===== config.mk =====
export PLATFORM = sky130hd
export DESIGN_NAME = nn_ahb_cmdq_regbank_flat
export DESIGN_NICKNAME = d
export VERILOG_FILES = /design/src/rtl/nn_ahb_cmdq_regbank_if.sv /design/src/rtl/nn_ahb_cmdq_regbank.sv /design/src/flat_wrapper.sv
export SDC_FILE = /design/constraint.sdc
export NUM_CORES = 1
export LEC_CHECK = 0
export BUFFER_PORTS_ARGS = -buffer_cell sky130_fd_sc_hd__buf_2
export CORE_ASPECT_RATIO = 1.1
export CORE_MARGIN = 2
export CORE_UTILIZATION = 54
export CTS_CLUSTER_SIZE = 8
export DETAILED_ROUTE_END_ITERATION = 12
export PLACE_DENSITY = 0.8
export SYNTH_ARGS = -nofsm -noshare
export SYNTH_HDL_FRONTEND = slang
export SYNTH_SLANG_ARGS = --single-unit
export TNS_END_PERCENT = 30

===== constraint.sdc =====
create_clock -name nn_clk -period 14.35 [get_ports nn_clk]
set_input_delay 0 -clock nn_clk [delete_from_list [all_inputs] [get_ports nn_clk]]
set_output_delay 0 -clock nn_clk [all_outputs]
set_load 0.02 [all_outputs]

===== src/rtl/nn_ahb_cmdq_regbank_if.sv =====
// AHB-lite bus bundle between the CPU matrix (master) and the NN command/config register bank (slave).
interface nn_ahb_cmdq_regbank_if #(
    parameter int ADDR_W = 12
);
    logic              HSEL;
    logic              HREADY;
    logic [1:0]        HTRANS;
    logic              HWRITE;
    logic [ADDR_W-1:0] HADDR;
    logic [31:0]       HWDATA;
    logic [31:0]       HRDATA;
    logic              HREADYOUT;
    logic              HRESP;

    modport master (
        output HSEL, HREADY, HTRANS, HWRITE, HADDR, HWDATA,
        input  HRDATA, HREADYOUT, HRESP
    );

    modport slave (
        input  HSEL, HREADY, HTRANS, HWRITE, HADDR, HWDATA,
        output HRDATA, HREADYOUT, HRESP
    );
endinterface


===== src/rtl/nn_ahb_cmdq_regbank.sv =====
// AHB-lite register bank for the NN accelerator: CFG array, command FIFO and masked W1C interrupts.
// Optional NN_AHB_ERR_RESP_EN: two-cycle ERROR response for unmapped accesses and pushes into a full FIFO.
module nn_ahb_cmdq_regbank #(
    parameter int ADDR_W    = 12,
    parameter int NUM_CFG   = 8,
    parameter int CMD_W     = 8,
    parameter int CMD_DEPTH = 4,
    parameter int NUM_IRQ   = 4
) (
    input  logic                   nn_clk,
    input  logic                   nn_rst,
    nn_ahb_cmdq_regbank_if.slave   bus,
    input  logic [15:0]            core_sr,
    input  logic [NUM_IRQ-1:0]     irq_src,
    output logic                   cmd_valid,
    input  logic                   cmd_ready,
    output logic [CMD_W-1:0]       cmd_data,
    output logic                   nn_enable,
    output logic [31:0]            random_seed,
    output logic [NUM_CFG*32-1:0]  cfg_flat,
    output logic                   nn_interrupt
);
    localparam int WA_W  = ADDR_W - 2;
    localparam int PTR_W = $clog2(CMD_DEPTH);
    localparam int CNT_W = PTR_W + 1;

    localparam logic [WA_W-1:0] A_CR   = WA_W'(0);
    localparam logic [WA_W-1:0] A_SR   = WA_W'(1);
    localparam logic [WA_W-1:0] A_ISR  = WA_W'(2);
    localparam logic [WA_W-1:0] A_IMR  = WA_W'(3);
    localparam logic [WA_W-1:0] A_CMD  = WA_W'(4);
    localparam logic [WA_W-1:0] A_SEED = WA_W'(5);
    localparam logic [WA_W-1:0] A_CFG0 = WA_W'(8);

    logic                       accept, wr_en, flush, push, pop, push_ok, full, empty, mem_we;
    logic [WA_W-1:0]            haddr_w;
    logic                       valid_q, valid_d, write_q, write_d;
    logic [WA_W-1:0]            addr_q, addr_d;
    logic [1:0]                 cr_q, cr_d;
    logic [NUM_IRQ-1:0]         isr_q, isr_d, isr_clr, imr_q, imr_d;
    logic [31:0]                seed_q, seed_d, hrdata_q, hrdata_d;
    logic [NUM_CFG-1:0][31:0]   cfg_q, cfg_d;
    logic [CMD_W-1:0]           mem_q [CMD_DEPTH];
    logic [PTR_W-1:0]           rd_ptr_q, rd_ptr_d, wr_ptr_q, wr_ptr_d;
    logic [CNT_W-1:0]           count_q, count_d;
    logic                       ovf_q, ovf_d, nn_int_q, nn_int_d;
    logic                       unused_bits;

    assign accept      = bus.HSEL & bus.HREADY & bus.HTRANS[1];
    assign haddr_w     = bus.HADDR[ADDR_W-1:2];
    assign wr_en       = valid_q & write_q;
    assign unused_bits = ^{bus.HADDR[1:0], bus.HTRANS[0]};

    always_comb begin
        valid_d  = accept;
        write_d  = accept & bus.HWRITE;
        addr_d   = accept ? haddr_w : addr_q;
        cr_d     = cr_q;
        imr_d    = imr_q;
        seed_d   = seed_q;
        cfg_d    = cfg_q;
        isr_clr  = '0;
        flush    = 1'b0;
        push     = 1'b0;
        if (wr_en) begin
            case (addr_q)
                A_CR: begin
                    cr_d  = bus.HWDATA[1:0];
                    flush = bus.HWDATA[2];
                end
                A_ISR:  isr_clr = bus.HWDATA[NUM_IRQ-1:0];
                A_IMR:  imr_d   = bus.HWDATA[NUM_IRQ-1:0];
                A_CMD:  push    = 1'b1;
                A_SEED: seed_d  = bus.HWDATA;
                default: begin
                    for (int i = 0; i < NUM_CFG; i++)
                        if (addr_q == A_CFG0 + WA_W'(i)) cfg_d[i] = bus.HWDATA;
                end
            endcase
        end
        // A live request level re-sets its bit even while software clears it.
        isr_d    = (isr_q & ~isr_clr) | irq_src;
        nn_int_d = cr_q[1] & |(isr_q & imr_q);
    end

    assign full      = (count_q == CNT_W'(CMD_DEPTH));
    assign empty     = (count_q == '0);
    assign cmd_valid = cr_q[0] & ~empty;
    assign pop       = cmd_valid & cmd_ready;
    assign push_ok   = push & (~full | pop);

    always_comb begin
        rd_ptr_d = rd_ptr_q;
        wr_ptr_d = wr_ptr_q;
        count_d  = count_q;
        ovf_d    = ovf_q;
        mem_we   = 1'b0;
        if (flush) begin
            rd_ptr_d = '0;
            wr_ptr_d = '0;
            count_d  = '0;
            ovf_d    = 1'b0;
        end else begin
            if (push & full & ~pop) ovf_d = 1'b1;
            if (pop) rd_ptr_d = rd_ptr_q + PTR_W'(1);
            if (push_ok) begin
                mem_we   = 1'b1;
                wr_ptr_d = wr_ptr_q + PTR_W'(1);
            end
            count_d = count_q + CNT_W'(push_ok) - CNT_W'(pop);
        end
    end

    // Read data comes from the post-write values so a read right behind a write sees the new data.
    always_comb begin
        hrdata_d = '0;
        if (accept & ~bus.HWRITE) begin
            case (haddr_w)
                A_CR:   hrdata_d = {30'b0, cr_d};
                A_SR:   hrdata_d = {core_sr, 5'b0, ovf_q, empty, full, 8'(count_q)};
                A_ISR:  hrdata_d = 32'(isr_d);
                A_IMR:  hrdata_d = 32'(imr_d);
                A_SEED: hrdata_d = seed_d;
                default: begin
                    for (int i = 0; i < NUM_CFG; i++)
                        if (haddr_w == A_CFG0 + WA_W'(i)) hrdata_d = cfg_d[i];
                end
            endcase
        end
    end

`ifdef NN_AHB_ERR_RESP_EN
    localparam logic [0:0] ST_OK   = 1'b0;
    localparam logic [0:0] ST_ERR2 = 1'b1;

    logic       unmapped_q, unmapped_d, data_err;
    logic [0:0] st_q, st_d;

    function automatic logic is_mapped(input logic [WA_W-1:0] a);
        logic hit;
        hit = (a <= A_SEED);
        for (int i = 0; i < NUM_CFG; i++)
            if (a == A_CFG0 + WA_W'(i)) hit = 1'b1;
        return hit;
    endfunction

    // First error cycle is the data phase itself, stretched by HREADYOUT low.
    always_comb begin
        unmapped_d = accept & ~is_mapped(haddr_w);
        data_err   = valid_q & (unmapped_q | (push & full & ~pop));
        st_d       = data_err ? ST_ERR2 : ST_OK;
    end

    always_ff @(posedge nn_clk or posedge nn_rst) begin
        if (nn_rst) begin
            unmapped_q <= 1'b0;
            st_q       <= ST_OK;
        end else begin
            unmapped_q <= unmapped_d;
            st_q       <= st_d;
        end
    end

    assign bus.HREADYOUT = ~data_err;
    assign bus.HRESP     = data_err | (st_q == ST_ERR2);
`else
    assign bus.HREADYOUT = 1'b1;
    assign bus.HRESP     = 1'b0;
`endif

    always_ff @(posedge nn_clk or posedge nn_rst) begin
        if (nn_rst) begin
            valid_q  <= 1'b0;
            write_q  <= 1'b0;
            addr_q   <= '0;
            cr_q     <= '0;
            isr_q    <= '0;
            imr_q    <= '0;
            seed_q   <= 32'd1;
            cfg_q    <= '0;
            rd_ptr_q <= '0;
            wr_ptr_q <= '0;
            count_q  <= '0;
            ovf_q    <= 1'b0;
            nn_int_q <= 1'b0;
            hrdata_q <= '0;
            for (int i = 0; i < CMD_DEPTH; i++) mem_q[i] <= '0;
        end else begin
            valid_q  <= valid_d;
            write_q  <= write_d;
            addr_q   <= addr_d;
            cr_q     <= cr_d;
            isr_q    <= isr_d;
            imr_q    <= imr_d;
            seed_q   <= seed_d;
            cfg_q    <= cfg_d;
            rd_ptr_q <= rd_ptr_d;
            wr_ptr_q <= wr_ptr_d;
            count_q  <= count_d;
            ovf_q    <= ovf_d;
            nn_int_q <= nn_int_d;
            hrdata_q <= hrdata_d;
            if (mem_we) mem_q[wr_ptr_q] <= bus.HWDATA[CMD_W-1:0];
        end
    end

    assign bus.HRDATA   = hrdata_q;
    assign cmd_data     = empty ? '0 : mem_q[rd_ptr_q];
    assign nn_enable    = cr_q[0];
    assign random_seed  = seed_q;
    assign cfg_flat     = cfg_q;
    assign nn_interrupt = nn_int_q;
endmodule


===== src/flat_wrapper.sv =====
// flat-port wrapper written by rule: the top's interface ports become plain ports
module nn_ahb_cmdq_regbank_flat 
#(
    parameter int ADDR_W    = 12,
    parameter int NUM_CFG   = 8,
    parameter int CMD_W     = 8,
    parameter int CMD_DEPTH = 4,
    parameter int NUM_IRQ   = 4
)
  (nn_clk, nn_rst, core_sr, irq_src, cmd_valid, cmd_ready, cmd_data, nn_enable, random_seed, cfg_flat, nn_interrupt, bus_HSEL, bus_HREADY, bus_HTRANS, bus_HWRITE, bus_HADDR, bus_HWDATA, bus_HRDATA, bus_HREADYOUT, bus_HRESP);
  nn_ahb_cmdq_regbank_if #(.ADDR_W(ADDR_W)) bus_i ();
  input  logic nn_clk;
  input  logic nn_rst;
  input  logic [15:0] core_sr;
  input  logic [NUM_IRQ-1:0] irq_src;
  output logic cmd_valid;
  input  logic cmd_ready;
  output logic [CMD_W-1:0] cmd_data;
  output logic nn_enable;
  output logic [31:0] random_seed;
  output logic [NUM_CFG*32-1:0] cfg_flat;
  output logic nn_interrupt;
  input wire logic [$bits(bus_i.HSEL)-1:0] bus_HSEL;
  input wire logic [$bits(bus_i.HREADY)-1:0] bus_HREADY;
  input wire logic [$bits(bus_i.HTRANS)-1:0] bus_HTRANS;
  input wire logic [$bits(bus_i.HWRITE)-1:0] bus_HWRITE;
  input wire logic [$bits(bus_i.HADDR)-1:0] bus_HADDR;
  input wire logic [$bits(bus_i.HWDATA)-1:0] bus_HWDATA;
  output wire logic [$bits(bus_i.HRDATA)-1:0] bus_HRDATA;
  output wire logic [$bits(bus_i.HREADYOUT)-1:0] bus_HREADYOUT;
  output wire logic [$bits(bus_i.HRESP)-1:0] bus_HRESP;
  assign bus_i.HSEL = bus_HSEL;
  assign bus_i.HREADY = bus_HREADY;
  assign bus_i.HTRANS = bus_HTRANS;
  assign bus_i.HWRITE = bus_HWRITE;
  assign bus_i.HADDR = bus_HADDR;
  assign bus_i.HWDATA = bus_HWDATA;
  assign bus_HRDATA = bus_i.HRDATA;
  assign bus_HREADYOUT = bus_i.HREADYOUT;
  assign bus_HRESP = bus_i.HRESP;
  nn_ahb_cmdq_regbank #(.ADDR_W(ADDR_W), .NUM_CFG(NUM_CFG), .CMD_W(CMD_W), .CMD_DEPTH(CMD_DEPTH), .NUM_IRQ(NUM_IRQ)) u_core (.nn_clk(nn_clk), .nn_rst(nn_rst), .bus(bus_i), .core_sr(core_sr), .irq_src(irq_src), .cmd_valid(cmd_valid), .cmd_ready(cmd_ready), .cmd_data(cmd_data), .nn_enable(nn_enable), .random_seed(random_seed), .cfg_flat(cfg_flat), .nn_interrupt(nn_interrupt));
endmodule

* Word level (Yosys, flattened, before mapping)
Index checks and enable logic that the tools add are counted.
Widths: inputs -> output; s select.
** Storage, ports and cells
- Output and inout port bits :: 333
- Flip-flop bits (word level) :: 383
- Input bits :: 72
** Cells by class
- Eq/ne operators :: 25
- Magnitude comparators :: 3
- Multiplexer cells :: 48
- $add $sub $neg :: 4
- Bitwise gates (word level) :: 22
- Reduce and logical (&&, ||, !) cells :: 9
** Operators by type and width (count)
- $mux 32 :: 19
- $mux 256 :: 2
- $eq 10x4->1 const B :: 16
- $pmux 32 s5 :: 1
- $eq 10x2->1 const B :: 4
- $bwmux 32 :: 1
- $mux 8 :: 4
- $eq 10x3->1 const B :: 3
- $logic_not 10->1 :: 2
- $bmux 8 s2 :: 1
- $demux 8 s2 :: 1
- $mux 4 :: 4
- $mux 2 :: 6
- $and 1x1->1 :: 11
- $eq 10x1->1 const B :: 1
- $and 4x4->4 :: 2
- $mux 1 :: 8
- $ge 3x3->1 const B :: 2
- $not 2->3 :: 2
- $reduce_bool 2->1 :: 3
- $reduce_or 5->1 :: 1
- $add 2x1->2 const B :: 2
- $not 1->1 :: 4
- $not 4->4 :: 1
- 10 further kinds :: 10

* Logic depth before layout (Yosys ltp)
Gate-level depths: netlist (run 1).
- Word-level depth :: 14
- Mapped depth :: 12
- Mapped depth without buffers :: 11

* Least setup slack after synthesis (run 1)
No wires, ideal clock.
- Path kind :: register -> register
- Start point :: reg u_core.addr_q[5]
- End point :: reg u_core.count_q[2]
- Required time :: 14.223 ns
- Cell stages (with the launch flop) :: 12
- Setup time :: 0.127 ns
- Setup slack :: 11.301 ns
- Path buffers :: 0
- Arrival time :: 2.922 ns
- Path through :: dfrtp_1 nor4_2 nand2_1 nor3_1 inv_1 ha_1 inv_1 ha_1 fa_1 xnor2_1 xnor2_1 nor2_1
** Between the ends
- Word-level cells in the longest chain between the ends :: 7
- Elaborated cells between the ends (all ways) :: 10
- Those cells by class :: 2 x add/sub; 1 x eq/ne; 5 x mux; 1 x bitwise; 1 x reduce/logical
** Ends and longest elaborated chain
- start, declared :: RTL line nn_ahb_cmdq_regbank.sv:38 : logic [WA_W-1:0] addr_q, addr_d;
- start signal, assigned :: RTL line nn_ahb_cmdq_regbank.sv:191 : addr_q <= addr_d;
- $eq 10x3->1 :: RTL line nn_ahb_cmdq_regbank.sv:66 : case (addr_q)
- $mux 1 :: RTL line nn_ahb_cmdq_regbank.sv:66
- $mux 1 :: RTL line nn_ahb_cmdq_regbank.sv:65 : if (wr_en) begin
- $and 1x1->1 :: RTL line nn_ahb_cmdq_regbank.sv:90 : assign push_ok = push & (~full | pop);
- $add 3x1->3 :: RTL line nn_ahb_cmdq_regbank.sv:110 : count_d = count_q + CNT_W'(push_ok) - CNT_W'(pop);
- $sub 3x1->3 :: RTL line nn_ahb_cmdq_regbank.sv:110
- $mux 3 (*) :: RTL line nn_ahb_cmdq_regbank.sv:98 : if (flush) begin
- net u_core.count_d[2] :: RTL line nn_ahb_cmdq_regbank.sv:45 : logic [CNT_W-1:0] count_q, count_d;
- end signal, assigned :: RTL line nn_ahb_cmdq_regbank.sv:199 : count_q <= count_d;
- end, declared :: RTL line nn_ahb_cmdq_regbank.sv:45
The timed path passes the listed nets; every way through them passes the cells marked *.
A chain may end at the register's enable or synchronous reset.

==> results of run 1 <==
-- worst max-delay path by stage --
| stage | from | endpoint | depth (start not counted) |
|---|---|---|---|
| global placement | u_core.addr_q[9] | u_core.bus.HRDATA[1] | 8 |
| finish | u_core.addr_q[9] | u_core.bus.HRDATA[1] | 8 |
| CTS | u_core.addr_q[9] | u_core.bus.HRDATA[1] | 8 |
| detailed placement | u_core.addr_q[9] | u_core.bus.HRDATA[1] | 8 |
| global route | u_core.addr_q[9] | u_core.bus.HRDATA[1] | 8 |
| floorplan | nn_rst | u_core.addr_q[0] | 1 |
-- kinds of logic (layout without fill, tap and decap cells) --
family | count (synthesis) | after routing | synth area share
compound gates | 216 | 216 | 0.0924
xor+xnor | 5 | 5 | 0.00261
fa+ha+maj | 7 | 7 | 0.00568
buf+inv | 102 | 572 | 0.0254
flops | 383 | 383 | 0.572
mux | 342 | 342 | 0.236
other cells | 2 | 2 | 0.000448
simple gates | 225 | 225 | 0.0653
-- metrics by stage --
step                power, W   util  hold WS (ns)  area [um^2]
global route         0.00256  0.699        0.0518        21300
detailed placement   0.00136  0.630         0.227        19200
CTS                  0.00250  0.699       0.00768        21300
global placement     0.00135  0.630         0.220        19200
finish               0.00249  0.699        0.0444        21300
floorplan            0.00128      -         0.110        16800
-- worst max-delay path: stages, from the launching register on --
cell and delay [ns]:
dfrtp_1 0.38, nor4bb_1 0.87, nand4_1 1.13, buf_4 0.63, mux2_2 0.33, a222oi_1 0.55, nand3_1 0.13, o21ai_0 0.09
a21boi_0 0.13
-- layer usage --
layer | vias to the layer above | track usage
li1 | 5615 | -
met1 | 6893 | 0.455
met2 | 848 | 0.556
met3 | 201 | 0.0993
met4 | 0 | 0.178
met5 | - | 0
-- placed cells by master, fill, tap and decap left out, types with 11 or more instances in the layout --
cell,instances
dlygate4sd3_1,67
clkbuf_16,55
nor2b_1,15
buf_2,399
mux2_2,328
o21ai_0,19
a22oi_1,58
nand2_1,97
buf_4,25
a21oi_1,39
nor2_1,25
nand3_1,26
a221oi_1,14
clkbuf_1,11
a31oi_1,12
dfrtp_1,382
a211oi_1,17
-- flip-flops by register name, indices dropped and copies added, names as in the netlist --
name / flops
u_core.addr_q: 10
u_core.bus.HRDATA: 32
u_core.cfg_flat: 256
u_core.count_q: 3
u_core.cr_q: 2
u_core.imr_q: 4
u_core.isr_q: 4
u_core.mem_q: 32
u_core.nn_interrupt: 1
u_core.ovf_q: 1
u_core.random_seed: 32
u_core.rd_ptr_q: 2
u_core.valid_q: 1
u_core.wr_ptr_q: 2
u_core.write_q: 1
-- timing repair --
action	CTS	global route
hold buffers	67	0
endpoints found under the hold margin	468	0
buffers inserted	0	0
setup endpoints to repair	0	0
-- where the power goes --
| part | total, W | switching, W | internal [W] |
|---|---|---|---|
| registers | 0.00115 | 0.0000379 | 0.00112 |
| logic | 0.000208 | 0.000127 | 0.0000814 |
| clock network | 0.00113 | 0.000446 | 0.000683 |
| total | 0.00249 | 0.000611 | 0.00188 |
-- cell type report --
class / count / area (um^2)
Timing Repair Buffer: 492 / 2880
Inverter: 11 / 48.8
Fill cell: 2153 / 9180
Clock inverter: 2 / 17.5
Multi-Input combinational cell: 797 / 6850
Clock buffer: 67 / 1430
Sequential cell: 383 / 9590
Tap cell: 414 / 518
==> flow_metrics.tcl, run 1 <==
set metrics [dict create \
    status "completed" \
    leakagePower_nw 10.7 \
    finalClockSkew_ns 0.0141 \
    antenna_found_initial 0 \
    pwr_density_cell_nw_per_um2 117 \
    fin_cells 2166 \
    clockBufferDepth 3 \
    drive_gt1_frac 0.485 \
    setup_viol 0 \
    worst-path-max-fanout 19 \
    ios 405 \
    synth_area_leaders "dfrtp_1 57%, mux2_2 22%, a22oi_1 2.6%" \
    num_rows 67 \
    wl_met3_um 5890 \
    clockRootBuffer "clkbuf_16" \
    synth_cells 1282 \
    cts-buffers-inserted 54 \
    wl_um 58100 \
    nNetsFinal 1818 \
    hp-start "core_sr[2]" \
    overflow 0 \
    drt_iter0_markers 1464 \
    netlist_area_um2 16800 \
    r2r_slack_ns 9.96 \
    setup_tns_ns 0 \
    grt_pass1_vias 14400 \
    hold_end "u_core.bus.HRDATA[18]" \
    placed_cells 2030 \
    dp_hpwl_um 36200 \
    reg2reg_depth 8 \
    m1WireLength_um 22000 \
    worstMarginPinSlew_ns 1.22 \
    syn_avg_cell_area_um2 13.1 \
    cts_tree "done" \
    seq_area_frac_synth 0.572 \
    fp.dieW_um 172 \
    hold_viol_final 0 \
    dieArea_um2 32500 \
    setup_slack_ns 9.96 \
    synth_flop_cell "dfrtp_1" \
    grt_use_total 0.355 \
    hold_depth 3 \
    drv_cap 0 \
    hold_path_class "primary input to flop" \
    yosys.cell_count.top_type "dfrtp_1" \
    yosys_warnings 0 \
    rr_endpoint "u_core.bus.HRDATA[1]" \
    crit_type "flop to flop" \
    areaGrowthSynthToFinish_pct 27.3 \
    path_clk_slew_ns 0.05 \
    post-place-ws_ns 10.10 \
    synth_top_area_share 0.571 \
    cts_sinks 383 \
    syn_nets 1361 \
    grt_max_degree 180 \
    post_drt_wl_per_cell_um 26.8 \
    r2r_start "u_core.addr_q[9]" \
    worstPathRequired_ns 14.76 \
    period_share 0.306 \
    arrival_ns 4.81 \
    grt_first_pass_wirelength_um 86000 \
    wl_met2_um 27200 \
    place.gp.congestion 0.888 \
    ys_ff_latch 383 \
    ctsResizeCount 0 \
    slew-limit-headroom 0.186 \
    fmax_mhz 228 \
    fin_crit_ns 4.39 \
    viasPerCell 6.26 \
    synthTopCellsByCount "382 x dfrtp_1, 328 x mux2_2, 97 x nand2_1, 66 x clkbuf_1, 58 x a22oi_1" \
    top_layer "met4" \
    async_flop_share 1.00 \
    synth_edf_count 0 \
    start_kind "flop" \
    yosysTopAreaCell "dfrtp_1" \
    htreeDepth 2 \
    ir_drop_v 0.0000816 \
    remaining_drc_errors 0 \
    initial_utilization 0.549 \
    drtAntennaViolNets 0 \
    end_kind "flop" \
    synth_cell_type_count 69 \
    n_antenna_cell 0 \
    rsz0062_at_grt "no" \
    core_um2 30500 \
    clock_latency_ns 0.56 \
    drv_slew 0 \
    routed-via-count 13600 \
    die_y_um 189 \
    io_buffers 399 \
    dr.pass1.iters 5 \
]
(Power assumes the default switching activity.)
==> inputs of run 2 (changes only) <==
Settings changed: CORE_UTILIZATION 54 to 49, PLACE_DENSITY 0.8 to 0.77.
Clock period 14.35 ns to 3.9 ns, I/O delays scaled along.
==> flow_metrics.tcl, run 2 (synthesis results as in run 1) <==
set metrics [dict create \
    status "completed" \
    dr.pass1.iters 5 \
    fp.dieW_um 180 \
    use_met3 0.0870 \
    nNetsFinal 1852 \
    cts_tree "done" \
    period_share 0.864 \
    dp_hpwl_um 38800 \
    end_kind "flop" \
    ctsResizeCount 0 \
    critPathSlowestCell "or4_1" \
    areaGrowthSynthToFinish_pct 29.3 \
    ir_drop_v 0.000336 \
    setup_viol 0 \
    num_rows 71 \
    arrival_ns 3.77 \
    top_usage_layer "met2" \
    overflow 0 \
    leakagePower_nw 10.9 \
    cts_sinks 383 \
    n_antenna_cell 0 \
    core_um2 33900 \
    grt_max_degree 101 \
    r2r_slack_ns 0.53 \
    drv_slew 0 \
    path_cells "or4_1 > or4b_2 > buf_4 > mux2_2 > a222oi_1 > nand3_1 > o21ai_0 > a211oi_1" \
    clockBufferDepth 3 \
    r2r_start "u_core.addr_q[5]" \
    drive_gt1_frac 0.491 \
    fmax_mhz 297 \
    setup_slack_ns 0.529 \
    grt_first_pass_wirelength_um 87100 \
    path_clk_slew_ns 0.05 \
    critical_path_buf_inv_count 1 \
    grt_use_met1 0.402 \
    post_drt_wl_per_cell_um 26.2 \
    grt_pass1_vias 14600 \
    die_y_um 198 \
    ios 405 \
    finalClockSkew_ns 0.0142 \
    initial_utilization 0.494 \
    rsz0062_at_grt "no" \
    viasPerCell 6.13 \
    place.gp.congestion 0.902 \
    drtAntennaViolNets 0 \
    io_buffers 399 \
    hold_end "u_core.ovf_q" \
    drt_iter0_markers 1086 \
    hold_viol_final 0 \
    reg2reg_depth 8 \
    hold_ws_ns 0.0486 \
    worstMarginPinSlew_ns 0.993 \
    ctsHoldBuffers 71 \
    cpLargestDelayFamily "simple AND/OR/NAND/NOR gates" \
    drv_cap 0 \
    hp-start "cmd_ready" \
    gr-usage-met2 0.516 \
    antenna_found_initial 1 \
    routed-via-count 13600 \
    fin_crit_ns 3.37 \
    remaining_drc_errors 0 \
    slowest_delay_ns 0.75 \
    clockRootBuffer "clkbuf_16" \
    rr_endpoint "u_core.bus.HRDATA[10]" \
    worstPathRequired_ns 4.30 \
    start_kind "flop" \
    grt_use_total 0.322 \
    pwr_density_cell_nw_per_um2 422 \
    final_common_cell "buf_2" \
    postCtsSetupBuffers 0 \
    worst-path-max-fanout 16 \
    post-place-ws_ns 0.650 \
    layout_common_cells "399 x buf_2, 382 x dfrtp_1, 328 x mux2_2, 97 x nand2_1, 71 x dlygate4sd3_1" \
    largest_reg_flops 256 \
    dieArea_um2 35700 \
    crit_type "flop to flop" \
    hold_path_class "primary input to flop" \
    wl_um 58300 \
    cts-buffers-inserted 53 \
    slew-limit-headroom 0.333 \
    clock_latency_ns 0.56 \
    worstSetupStartpoint "u_core.addr_q[5]" \
    hold_depth 5 \
    htreeDepth 2 \
]
run 2: cell count changes in the layout (fill, tap and decap cells not counted):
cell,before,now
buf_12,1,5
buf_4,25,52
clkbuf_1,11,13
clkbuf_8,1,0
clkinv_4,1,0
clkinvlp_4,0,1
dlygate4sd3_1,67,71
inv_8,1,0
run 2: final cells by class:
class / count / area, um^2
fill: 2630 / 12300
sequential: 383 / 9590
multi-input combinational: 797 / 6850
timing repair buffer: 527 / 3200
clock buffer: 68 / 1430
tap: 438 / 548
inverter: 11 / 45.0
clock inverter: 1 / 8.76
run 2: power by group:
part           leakage [nW]  internal, W  switching (W)
logic                  5.20     0.000318       0.000470
clock network         0.698      0.00249        0.00161
registers              4.98      0.00410       0.000142
total                  10.9      0.00692        0.00222
run 2: worst max path at each step:
stage | endpoint | slack [ns] | cells past startpoint
6_report | u_core.bus.HRDATA[10] | 0.53 | 8
5_1_grt | u_core.bus.HRDATA[10] | 0.41 | 8
4_1_cts | u_core.bus.HRDATA[10] | 0.56 | 8
3_5_place_dp | u_core.bus.HRDATA[27] | 0.65 | 8
3_3_place_gp | u_core.bus.HRDATA[10] | 0.65 | 8
2_1_floorplan | u_core.addr_q[0] | -1.25 | 1
run 2: stage by stage:
step                setup TNS (ns)  cells  cell area [um^2]   util  total power (W)
detailed placement               0   2085             19500  0.575          0.00503
global placement                 0   2085             19500  0.575          0.00501
floorplan                  -476.42   1282             16800      -          0.00473
CTS                              0   2225             21700  0.638          0.00917
finish                           0   2225             21700  0.638          0.00914
global route                     0   2225             21700  0.638          0.00943
run 2: worst min-delay path, delay by kind of cell:
kind	cells	cell delay (ns)
AOI/OAI and AO/OA	1	0.13
buffers and inverters	1	0.07
and+or+nand+nor	3	0.37
run 2: routing by layer:
layer  routed length, um  vias up
met5                  13        -
met4                2920        2
met3                5450      196
met2               27900      808
met1               22000     6936
li1                    -     5707
==> inputs of run 3 (changes only) <==
Settings changed: BUFFER_PORTS_ARGS -buffer_cell sky130_fd_sc_hd__buf_2 to default, CORE_UTILIZATION 49 to 55, DONT_BUFFER_PORTS from default to 1, PLACE_DENSITY 0.77 to 0.73.
==> flow_metrics.tcl, run 3 (synthesis results as in run 1) <==
set metrics [dict create \
    post_drt_wl_per_cell_um 30.5 \
    status "completed" \
    hold_path_class "primary input to flop" \
    io_buffers 0 \
    num_rows 67 \
    fin_cells 1803 \
    arrival_ns 3.82 \
    setup_slack_ns 0.488 \
    htreeDepth 2 \
    core_um2 30300 \
    grt_first_pass_wirelength_um 81500 \
    setup_viol 0 \
    grt_max_degree 134 \
    antenna_found_initial 0 \
    path_clk_slew_ns 0.05 \
    drive_gt1_frac 0.338 \
    setup_tns_ns 0 \
    slew-limit-headroom 0.314 \
    rsz0062_at_grt "no" \
    n_antenna_cell 0 \
    ios 405 \
    nNetsFinal 1455 \
    worst-path-max-fanout 32 \
    cts_tree "done" \
    period_share 0.875 \
    dp_hpwl_um 34700 \
    overflow 0 \
    hold_viol_final 0 \
    drt_iter0_markers 1006 \
    die_y_um 187 \
    drv_slew 0 \
    grt_use_total 0.346 \
    largest_reg_flops 256 \
    clockBufferDepth 3 \
    leakagePower_nw 9.00 \
    placed_cells 1653 \
    pwr_density_cell_nw_per_um2 459 \
    dr.pass1.iters 5 \
    worstSetupStartpoint "u_core.addr_q[5]" \
    ir_drop_v 0.000310 \
    fp.dieW_um 170 \
    routed-via-count 12000 \
    hp-start "bus_HWDATA[2]" \
    cts_sinks 383 \
    r2r_start "u_core.addr_q[5]" \
    drv_cap 0 \
    finalClockSkew_ns 0.0201 \
    post-place-ws_ns 0.544 \
    place_area_um2 17500 \
    grt_pass1_vias 12600 \
    initial_utilization 0.554 \
    end_kind "flop" \
    wl_um 55100 \
    dieArea_um2 31900 \
    fmax_mhz 293 \
    areaGrowthSynthToFinish_pct 18.0 \
    worstMarginPinSlew_ns 1.02 \
    layout_common_cells "382 x dfrtp_1, 328 x mux2_2, 97 x nand2_1, 82 x dlygate4sd3_1, 58 x a22oi_1" \
    cts-buffers-inserted 53 \
    fillerInstances 2191 \
    remaining_drc_errors 0 \
    worstPathRequired_ns 4.31 \
    drtAntennaViolNets 0 \
    place.gp.congestion 0.886 \
    start_kind "flop" \
    fin_crit_ns 3.41 \
    stdcell_area_um2 19800 \
    clockRootBuffer "clkbuf_16" \
    clock_latency_ns 0.57 \
    crit_type "flop to flop" \
    final_common_cell "dfrtp_1" \
    viasPerCell 6.67 \
]
-- run 3: layer usage --
metal  wire (um)  GRT usage  vias up  part of all wire
met5           0          0        -                 0
met4        2340      0.147        0             0.042
met3        6290      0.116      165              0.11
met2       26100      0.544      760              0.47
met1       20400      0.440     6192              0.37
li1            -          -     4900                 -
-- run 3: worst paths after layout --
check | endpoint | slack [ns] | cells past startpoint
worst max-delay path | u_core.bus.HRDATA[27] | 0.49 | 8
worst min-delay path | u_core.bus.HRDATA[2] | 0.05 | 5
max in group asynchronous | u_core.cfg_flat[79] | 2.51 | 3
worst min register to register | u_core.mem_q[7] | 0.50 | 1
min in group asynchronous | u_core.cfg_flat[162] | 0.15 | 2
worst max register to register | u_core.bus.HRDATA[27] | 0.49 | 8
-- run 3: power by group --
part           switching [W]  leakage (nW)  internal [W]
clock                0.00162         0.696       0.00249
combinational       0.000325          3.33      0.000270
sequential          0.000258          4.98       0.00410
-- run 3: area by class of cell --
cell class | instances | area [um^2] | area share
clock buffer | 67 | 1420 | 0.0719
multi-input combinational | 797 | 6850 | 0.347
sequential | 383 | 9590 | 0.485
clock inverter | 1 | 8.76 | 0.000443
inverter | 11 | 45.0 | 0.00228
timing repair buffer | 130 | 1330 | 0.0674
tap | 414 | 518 | 0.0262
-- run 3: worst max-delay path, stage by stage, from the launching register on --
cell and delay (ns):
dfrtp_1 0.40, or4_1 0.75, or4b_2 0.74, buf_4 0.37, mux2_4 0.39, a222oi_1 0.30
nand3_1 0.11, o21ai_1 0.09, a211oi_1 0.09
-- run 3: repair_timing --
item                                   4_1_cts  5_1_grt
endpoints found under the hold margin      419        0
resized for setup                            0        0
setup buffers                                0        0
hold buffers                                82        0
-- run 3: metrics by stage --
| step | utilization | power [W] | hold WS (ns) |
|---|---|---|---|
| after floorplan | - | 0.00473 | 0.110 |
| after global placement | 0.579 | 0.00486 | 0.114 |
| after detailed placement | 0.579 | 0.00487 | 0.126 |
| after CTS | 0.653 | 0.00910 | 0.0128 |
| after global routing | 0.653 | 0.00935 | 0.0758 |
| final | 0.653 | 0.00907 | 0.0510 |
